[src/rtl/vend_if.sv]
// Keypad-to-controller interface for the vending machine.
//   master : keypad/debounce side (drives key_strobe/key_code, observes outputs)
//   slave  : vend_controller side (consumes keys, drives display/dispense/change)
// Signals:
//   key_strobe    1  one-cycle pulse, key_code valid
//   key_code      4  debounced key value
//   display_value 8  binary value for the BCD/seven-segment chain
//   dispense_a    1  product A dispense drive
//   dispense_b    1  product B dispense drive
//   change_pulse  1  one pulse per coin unit returned
//   coin_reject   1  one-cycle pulse, coin refused at the credit ceiling
//   busy          1  controller is dispensing, showing a price or paying change
interface vend_if;
    logic       key_strobe;
    logic [3:0] key_code;
    logic [7:0] display_value;
    logic       dispense_a;
    logic       dispense_b;
    logic       change_pulse;
    logic       coin_reject;
    logic       busy;

    modport master (
        output key_strobe, key_code,
        input  display_value, dispense_a, dispense_b, change_pulse, coin_reject, busy
    );

    modport slave (
        input  key_strobe, key_code,
        output display_value, dispense_a, dispense_b, change_pulse, coin_reject, busy
    );
endinterface

[src/rtl/vend_controller.sv]
// Vending machine sequencing FSM.
// Accumulates coin credit from key strobes, arbitrates product selection
// against price, holds the dispense drive for a fixed time, shows the price
// after an underpaid selection and pays change back one unit per pulse.
// Ports:
//   clk    in   system clock, rising edge
//   reset  in   synchronous, active-low reset
//   bus    slave modport of vend_if (keys in; display, dispense, change,
//          coin_reject and busy out, all registered)
module vend_controller #(
    parameter int PRICE_A     = 15,
    parameter int PRICE_B     = 25,
    parameter int MAX_CREDIT  = 99,
    parameter int DISP_CYCLES = 8,
    parameter int CHG_GAP     = 4,
    parameter int MSG_CYCLES  = 16
) (
    input  logic clk,
    input  logic reset,
    vend_if.slave bus
);
    localparam int TMAX = (DISP_CYCLES > MSG_CYCLES) ? DISP_CYCLES : MSG_CYCLES;
    localparam int TW   = $clog2(TMAX + 1);
    localparam int GW   = $clog2(CHG_GAP + 1);

    localparam logic [7:0] P_A  = 8'(PRICE_A);
    localparam logic [7:0] P_B  = 8'(PRICE_B);
    localparam logic [8:0] MAX9 = 9'(MAX_CREDIT);

    localparam logic [3:0] KEY_A      = 4'hA;
    localparam logic [3:0] KEY_B      = 4'hB;
    localparam logic [3:0] KEY_CANCEL = 4'hC;

    typedef enum logic [2:0] {
        IDLE,
        CREDIT,
        DISPENSE,
        SHOW_PRICE,
        CHANGE
    } state_t;

    state_t        state;
    logic [7:0]    credit;
    logic [TW-1:0] timer;
    logic [GW-1:0] gap_cnt;

    logic [7:0] display_value;
    logic       dispense_a;
    logic       dispense_b;
    logic       change_pulse;
    logic       coin_reject;
    logic       busy;

    // Coin sum is one bit wider than credit so an overflow past 255 cannot
    // wrap back under the ceiling.
    logic [8:0] coin_sum;
    logic       is_coin;
    logic       is_sel;
    logic [7:0] sel_price;

    assign coin_sum  = {1'b0, credit} + {5'b0, bus.key_code};
    assign is_coin   = (bus.key_code == 4'd1) || (bus.key_code == 4'd2) || (bus.key_code == 4'd5);
    assign is_sel    = (bus.key_code == KEY_A) || (bus.key_code == KEY_B);
    assign sel_price = (bus.key_code == KEY_A) ? P_A : P_B;

    always_ff @(posedge clk) begin
        if (!reset) begin
            state         <= IDLE;
            credit        <= '0;
            timer         <= '0;
            gap_cnt       <= '0;
            display_value <= '0;
            dispense_a    <= 1'b0;
            dispense_b    <= 1'b0;
            change_pulse  <= 1'b0;
            coin_reject   <= 1'b0;
            busy          <= 1'b0;
        end else begin
            coin_reject  <= 1'b0;
            change_pulse <= 1'b0;
            unique case (state)
                IDLE, CREDIT: begin
                    if (bus.key_strobe) begin
                        if (is_coin) begin
                            if (coin_sum <= MAX9) begin
                                credit        <= coin_sum[7:0];
                                display_value <= coin_sum[7:0];
                                state         <= CREDIT;
                            end else begin
                                coin_reject <= 1'b1;
                            end
                        end else if (is_sel) begin
                            busy <= 1'b1;
                            if (credit >= sel_price) begin
                                credit        <= credit - sel_price;
                                display_value <= credit - sel_price;
                                dispense_a    <= (bus.key_code == KEY_A);
                                dispense_b    <= (bus.key_code == KEY_B);
                                timer         <= TW'(DISP_CYCLES - 1);
                                state         <= DISPENSE;
                            end else begin
                                display_value <= sel_price;
                                timer         <= TW'(MSG_CYCLES - 1);
                                state         <= SHOW_PRICE;
                            end
                        end else if (bus.key_code == KEY_CANCEL && credit != 8'd0) begin
                            busy    <= 1'b1;
                            gap_cnt <= GW'(CHG_GAP - 1);
                            state   <= CHANGE;
                        end
                    end
                end
                DISPENSE: begin
                    if (timer == '0) begin
                        dispense_a <= 1'b0;
                        dispense_b <= 1'b0;
                        if (credit != 8'd0) begin
                            gap_cnt <= GW'(CHG_GAP - 1);
                            state   <= CHANGE;
                        end else begin
                            busy  <= 1'b0;
                            state <= IDLE;
                        end
                    end else begin
                        timer <= timer - 1'b1;
                    end
                end
                SHOW_PRICE: begin
                    if (timer == '0) begin
                        display_value <= credit;
                        busy          <= 1'b0;
                        state         <= (credit != 8'd0) ? CREDIT : IDLE;
                    end else begin
                        timer <= timer - 1'b1;
                    end
                end
                CHANGE: begin
                    // Credit reaching zero is seen one cycle after the last
                    // pulse, which gives the required extra busy cycle.
                    if (credit == 8'd0) begin
                        busy  <= 1'b0;
                        state <= IDLE;
                    end else if (gap_cnt == '0) begin
                        change_pulse  <= 1'b1;
                        credit        <= credit - 1'b1;
                        display_value <= credit - 1'b1;
                        gap_cnt       <= GW'(CHG_GAP - 1);
                    end else begin
                        gap_cnt <= gap_cnt - 1'b1;
                    end
                end
                default: state <= IDLE;
            endcase
        end
    end

    assign bus.display_value = display_value;
    assign bus.dispense_a    = dispense_a;
    assign bus.dispense_b    = dispense_b;
    assign bus.change_pulse  = change_pulse;
    assign bus.coin_reject   = coin_reject;
    assign bus.busy          = busy;
endmodule

[src/flat_wrapper.sv]
// flat-port wrapper written by rule: the top's interface ports become plain ports
module vend_controller_flat 
#(
    parameter int PRICE_A     = 15,
    parameter int PRICE_B     = 25,
    parameter int MAX_CREDIT  = 99,
    parameter int DISP_CYCLES = 8,
    parameter int CHG_GAP     = 4,
    parameter int MSG_CYCLES  = 16
)
  (clk, reset, bus_key_strobe, bus_key_code, bus_display_value, bus_dispense_a, bus_dispense_b, bus_change_pulse, bus_coin_reject, bus_busy);
  vend_if bus_i ();
  input  logic clk;
  input  logic reset;
  input wire logic [$bits(bus_i.key_strobe)-1:0] bus_key_strobe;
  input wire logic [$bits(bus_i.key_code)-1:0] bus_key_code;
  output wire logic [$bits(bus_i.display_value)-1:0] bus_display_value;
  output wire logic [$bits(bus_i.dispense_a)-1:0] bus_dispense_a;
  output wire logic [$bits(bus_i.dispense_b)-1:0] bus_dispense_b;
  output wire logic [$bits(bus_i.change_pulse)-1:0] bus_change_pulse;
  output wire logic [$bits(bus_i.coin_reject)-1:0] bus_coin_reject;
  output wire logic [$bits(bus_i.busy)-1:0] bus_busy;
  assign bus_i.key_strobe = bus_key_strobe;
  assign bus_i.key_code = bus_key_code;
  assign bus_display_value = bus_i.display_value;
  assign bus_dispense_a = bus_i.dispense_a;
  assign bus_dispense_b = bus_i.dispense_b;
  assign bus_change_pulse = bus_i.change_pulse;
  assign bus_coin_reject = bus_i.coin_reject;
  assign bus_busy = bus_i.busy;
  vend_controller #(.PRICE_A(PRICE_A), .PRICE_B(PRICE_B), .MAX_CREDIT(MAX_CREDIT), .DISP_CYCLES(DISP_CYCLES), .CHG_GAP(CHG_GAP), .MSG_CYCLES(MSG_CYCLES)) u_core (.clk(clk), .reset(reset), .bus(bus_i));
endmodule
[config.mk]
export PLATFORM = sky130hd
export DESIGN_NAME = vend_controller_flat
export DESIGN_NICKNAME = d
export VERILOG_FILES = /design/src/rtl/vend_if.sv /design/src/rtl/vend_controller.sv /design/src/flat_wrapper.sv
export SDC_FILE = /design/constraint.sdc
export NUM_CORES = 1
export LEC_CHECK = 0
export BUFFER_PORTS_ARGS = -buffer_cell sky130_fd_sc_hd__buf_2
export CORE_MARGIN = 2
export CORE_UTILIZATION = 40
export DETAILED_ROUTE_END_ITERATION = 6
export PLACE_DENSITY = 0.66
export SLEW_MARGIN = 40
export SYNTH_ARGS = -nofsm -noshare
export SYNTH_HDL_FRONTEND = slang
export SYNTH_SLANG_ARGS = --single-unit
export TNS_END_PERCENT = 100
[constraint.sdc]
create_clock -name clk -period 3.8 [get_ports clk]
set_input_delay 0.76 -clock clk [delete_from_list [all_inputs] [get_ports clk]]
set_output_delay 0.76 -clock clk [all_outputs]
set_load 0.005 [all_outputs]
==> summary.md <==
| Metric | Value |
|---|---|
| Number of antenna violations at the first check in global routing | `0` |
| Worst Path Required | `around 4 ns` |
| Period utilisation layout | `85.2%` |
| Remaining global-route overflow | `0` |
| CTS clk-pin slew, worst paths | `0.06 ns` |
| Horizontal die dimension | `just under 90 um` |
| Global router's overall resource usage | `20.4%` |
| Worst-path maximum fanout | `6` |
| Post-synth EDFFs | `0` |
| Type of the worst setup path | `in -> reg` |
| Unrepaired setup endpoints after global routing | `false` |
| Post-detailed-route via-to-cell ratio | `6.09` |
| Startpoint of the worst register-to-register path | `u_core.credit[0]` |
| Number of cells upsized or downsized after cts | `0` |
| Mean instance size in the synthesized netlist | `about 7.4 um^2` |
| Max VDD drop | `0.111 mV` |
| Total wire length | `7330 um` |
| Post-CTS setup buffer count | `0` |
| Min-Delay Endpoint | `u_core.bus.display_value[2]` |
| Max cap viols | `0` |
| Run status | `finished, final reports clean` |
| Fin nets | `~400` |
| Wire length per cell after detailed routing | `16.1 um` |
| Gate count of the mapped netlist | `between 300 and 400` |
| Register bit count reported by yosys | `32` |
| Std-Cell Core Area | `0.00668 mm^2` |
| Synthesized cell area | `0.00273 mm^2` |
| Clock Sinks | `32` |
| Transition time at the pin with the least slew margin | `0.770 ns` |
| Number of I/O pins | `20` |
| Max Slew Vio Count | `0` |
| Number of buffers created by CTS | `5` |
| Worst slew margin relative to its limit | `48.4%` |
| Clock H-tree levels | `2` |
| Leakage | `1.12 nW` |
| Post-cts hold buffer count | `0` |
| Cell seen most often among critical-path stages | `sky130_fd_sc_hd__nand2_1` |
| Yosys top cell by area | `sky130_fd_sc_hd__dfxtp_1` |
| Root Buffer Master | `sky130_fd_sc_hd__clkbuf_8` |
| R2R cell count | `9` |
| Crit start category | `primary input` |
| Worst hold path stage count | `2` |
| Finish-stage setup viols | `0` |
| Latest clock arrival within the worst-skew pair | `around 0.29 ns` |
| Largest cells by area after synthesis | `sky130_fd_sc_hd__dfxtp_1 (23%), sky130_fd_sc_hd__ha_1 (6.4%), sky130_fd_sc_hd__nor2_1 (5.8%), sky130_fd_sc_hd__a21oi_1 (5.5%), sky130_fd_sc_hd__o21ai_0 (5.1%)` |
| HP Start | `u_core.bus.display_value[2]` |
| Critical Path AT | `3.44 ns` |
| First-pass DRT Iterations | `6` |
| Detailed Route Iter0 Violations | `321` |
| Final Skew | `approximately 0.005 ns` |
| Routability Congestion | `0.950` |
| Worst hold path type | `reg -> reg` |
| Synth async-reset ratio | `0%` |
| Share of the core filled with cells | `43.9%` |
| Pwr dens | `301 mW/mm^2` |
| Unique cell type count in the Yosys netlist | `about 70` |
| Cell Rows | `30` |
| Layout-stage area growth over the synthesis result | `7.33%` |
| Port Buf Inserts | `19` |
| Yosys synthesis warning count | `0` |
| Number of endpoints with negative hold slack in the final report | `0` |
| ANT nets after route | `0` |
| Worst reg2reg endpoint | `u_core.credit[6]` |
| Sequence of cells on the critical path | `buf_2 -> nor2b_1 -> and3b_1 -> inv_1 -> fa_1 -> a21o_1 -> a211oi_1 -> a32oi_1 -> nand2_1 -> nand2_1 -> or3_1 -> a21oi_1` |
| CP max-delay cell | `sky130_fd_sc_hd__fa_1` |
| Number of diodes | `0` |
| Via count of the first global-routing pass | `between 2000 and 2500` |
| Y dimension of the die | `about 87 um` |
| Overall die area | `0.00750 mm^2` |
| Part of the Yosys area used for sequential elements | `23.5%` |
| Highest attainable clock frequency | `0.309 GHz` |
| Wire length of the first global-routing pass | `12100 um` |
| Total DRC errors in the routed layout | `0` |
| Shortest clock period the worst path allows after layout | `3.24 ns` |
| Share of layout cells above drive strength 1 | `13.9%` |
| Largest net degree at the start of global routing | `27` |
| Post-Synthesis Net Count | `between 300 and 400` |
| FF-to-FF setup slack | `0.83 ns` |
| Dominant synthesized flop cell | `sky130_fd_sc_hd__dfxtp_1` |
| Endpoint type of the worst setup path | `flop` |
| Initial standard-cell utilization of the core | `40.9%` |
| Area share of the largest cell type after synthesis | `23.5%` |
| Placed wire-length estimate after detailed placement | `between 5000 and 6000 um` |
| Accumulated negative setup slack | `0 ns` |
| Worst-case clock buffer depth | `2` |
| Number of vias in the routed layout | `2765` |
| Worst stage delay on the critical path | `roughly 0.50 ns` |
| TritonCTS clock tree | `built` |
-- state kept, by name, indices dropped and copies added, names as in the netlist, 3 cells and up --
register	cells
u_core.bus.display_value	8
u_core.credit	8
u_core.timer	5
u_core.gap_cnt	3
u_core.state	3
-- power breakdown --
part / leakage (nW) / switching [mW] / total (mW) / internal [mW]
Combinational: 0.805 / 0.136 / 0.223 / 0.0868
Clock: 0.0503 / 0.129 / 0.290 / 0.161
Sequential: 0.260 / 0.0183 / 0.368 / 0.350
Total: 1.12 / 0.284 / 0.881 / 0.598
-- area by class of cell --
class	instances	area (um^2)
timing repair buffer	24	133
fill	670	3750
inverter	11	41.3
sequential	32	641
multi-input combinational	300	1920
tap	80	100
clock buffer	7	96.3
-- cell families (layout without fill, tap and decap cells) --
kind of cell / Yosys count / count (layout) / synth area share (%)
xor+xnor: 9 / 9 / 2.89
mux: 2 / 2 / 0.733
flops: 32 / 32 / 23.5
buf+inv: 35 / 42 / 6.23
fa+ha+maj: 16 / 16 / 7.88
compound gates: 121 / 121 / 30.1
simple gates: 152 / 152 / 28.7
-- routing by layer --
metal	global-route usage, %	share of wire (%)
met1	29.5	47
met2	30.4	43
met3	2.95	7.7
met4	7.81	2.4
met5	0	0
-- worst max-delay path by stage --
stage	startpoint	slack [ns]	end	depth (start not counted)
3_3_place_gp	bus_key_code[1]	0.33	u_core.credit[6]	12
6_report	bus_key_code[1]	0.56	u_core.credit[6]	12
4_1_cts	bus_key_code[1]	0.56	u_core.credit[6]	12
3_5_place_dp	bus_key_code[1]	0.29	u_core.credit[6]	12
2_1_floorplan	bus_key_code[1]	0.86	u_core.bus.display_value[2]	13
5_1_grt	bus_key_code[1]	0.36	u_core.credit[6]	12
-- synth_stat cells (7+ instances only) --
master and n:
sky130_fd_sc_hd__o21ai_0 28, sky130_fd_sc_hd__nor3_1 13, sky130_fd_sc_hd__a31oi_1 7, sky130_fd_sc_hd__clkbuf_1 10
sky130_fd_sc_hd__nand3_1 16, sky130_fd_sc_hd__nand2_1 36, sky130_fd_sc_hd__ha_1 14, sky130_fd_sc_hd__a21oi_1 30
sky130_fd_sc_hd__nor2_1 42, sky130_fd_sc_hd__inv_1 9, sky130_fd_sc_hd__dfxtp_1 32, sky130_fd_sc_hd__o211ai_1 7
sky130_fd_sc_hd__xnor2_1 7
-- placed cells by master, fill, tap and decap left out, types with 4 or more instances in the layout --
| cell | instances |
|---|---|
| sky130_fd_sc_hd__dfxtp_1 | 32 |
| sky130_fd_sc_hd__buf_2 | 19 |
| sky130_fd_sc_hd__nor3_1 | 13 |
| sky130_fd_sc_hd__clkbuf_8 | 7 |
| sky130_fd_sc_hd__nand2_1 | 36 |
| sky130_fd_sc_hd__buf_4 | 5 |
| sky130_fd_sc_hd__a31oi_1 | 7 |
| sky130_fd_sc_hd__a211oi_1 | 5 |
| sky130_fd_sc_hd__o21ai_0 | 28 |
| sky130_fd_sc_hd__a22oi_1 | 4 |
| sky130_fd_sc_hd__xnor2_1 | 7 |
| sky130_fd_sc_hd__a311oi_1 | 6 |
| sky130_fd_sc_hd__a211o_1 | 5 |
| sky130_fd_sc_hd__nor2_1 | 42 |
| sky130_fd_sc_hd__nand3_1 | 16 |
| sky130_fd_sc_hd__o211ai_1 | 7 |
| sky130_fd_sc_hd__a21oi_1 | 30 |
| sky130_fd_sc_hd__or3_1 | 4 |
| sky130_fd_sc_hd__nand4_1 | 5 |
| sky130_fd_sc_hd__nor4_1 | 4 |
| sky130_fd_sc_hd__inv_1 | 9 |
| sky130_fd_sc_hd__ha_1 | 14 |
-- worst max-delay path: cells and delay by family --
| kind | cells | cell delay (ns) |
|---|---|---|
| AO/OA/AOI/OAI | 4 | 0.91 |
| adder cells (fa/ha/maj) | 1 | 0.50 |
| buffers and inverters | 2 | 0.28 |
| AND/OR/NAND/NOR | 5 | 0.98 |
-- per-stage QoR --
step	setup slack, ns	cell area, um^2	instances	hold slack, ns	total power [mW]
6_report	0.561	2930	454	0.448	0.881
5_1_grt	0.365	2930	454	0.469	0.924
4_1_cts	0.564	2930	454	0.452	0.880
3_5_place_dp	0.286	2830	447	0.442	0.593
3_3_place_gp	0.334	2830	447	0.443	0.591
2_1_floorplan	0.858	2730	367	0.448	0.539
No activity file was read; power rests on OpenSTA's default activity.
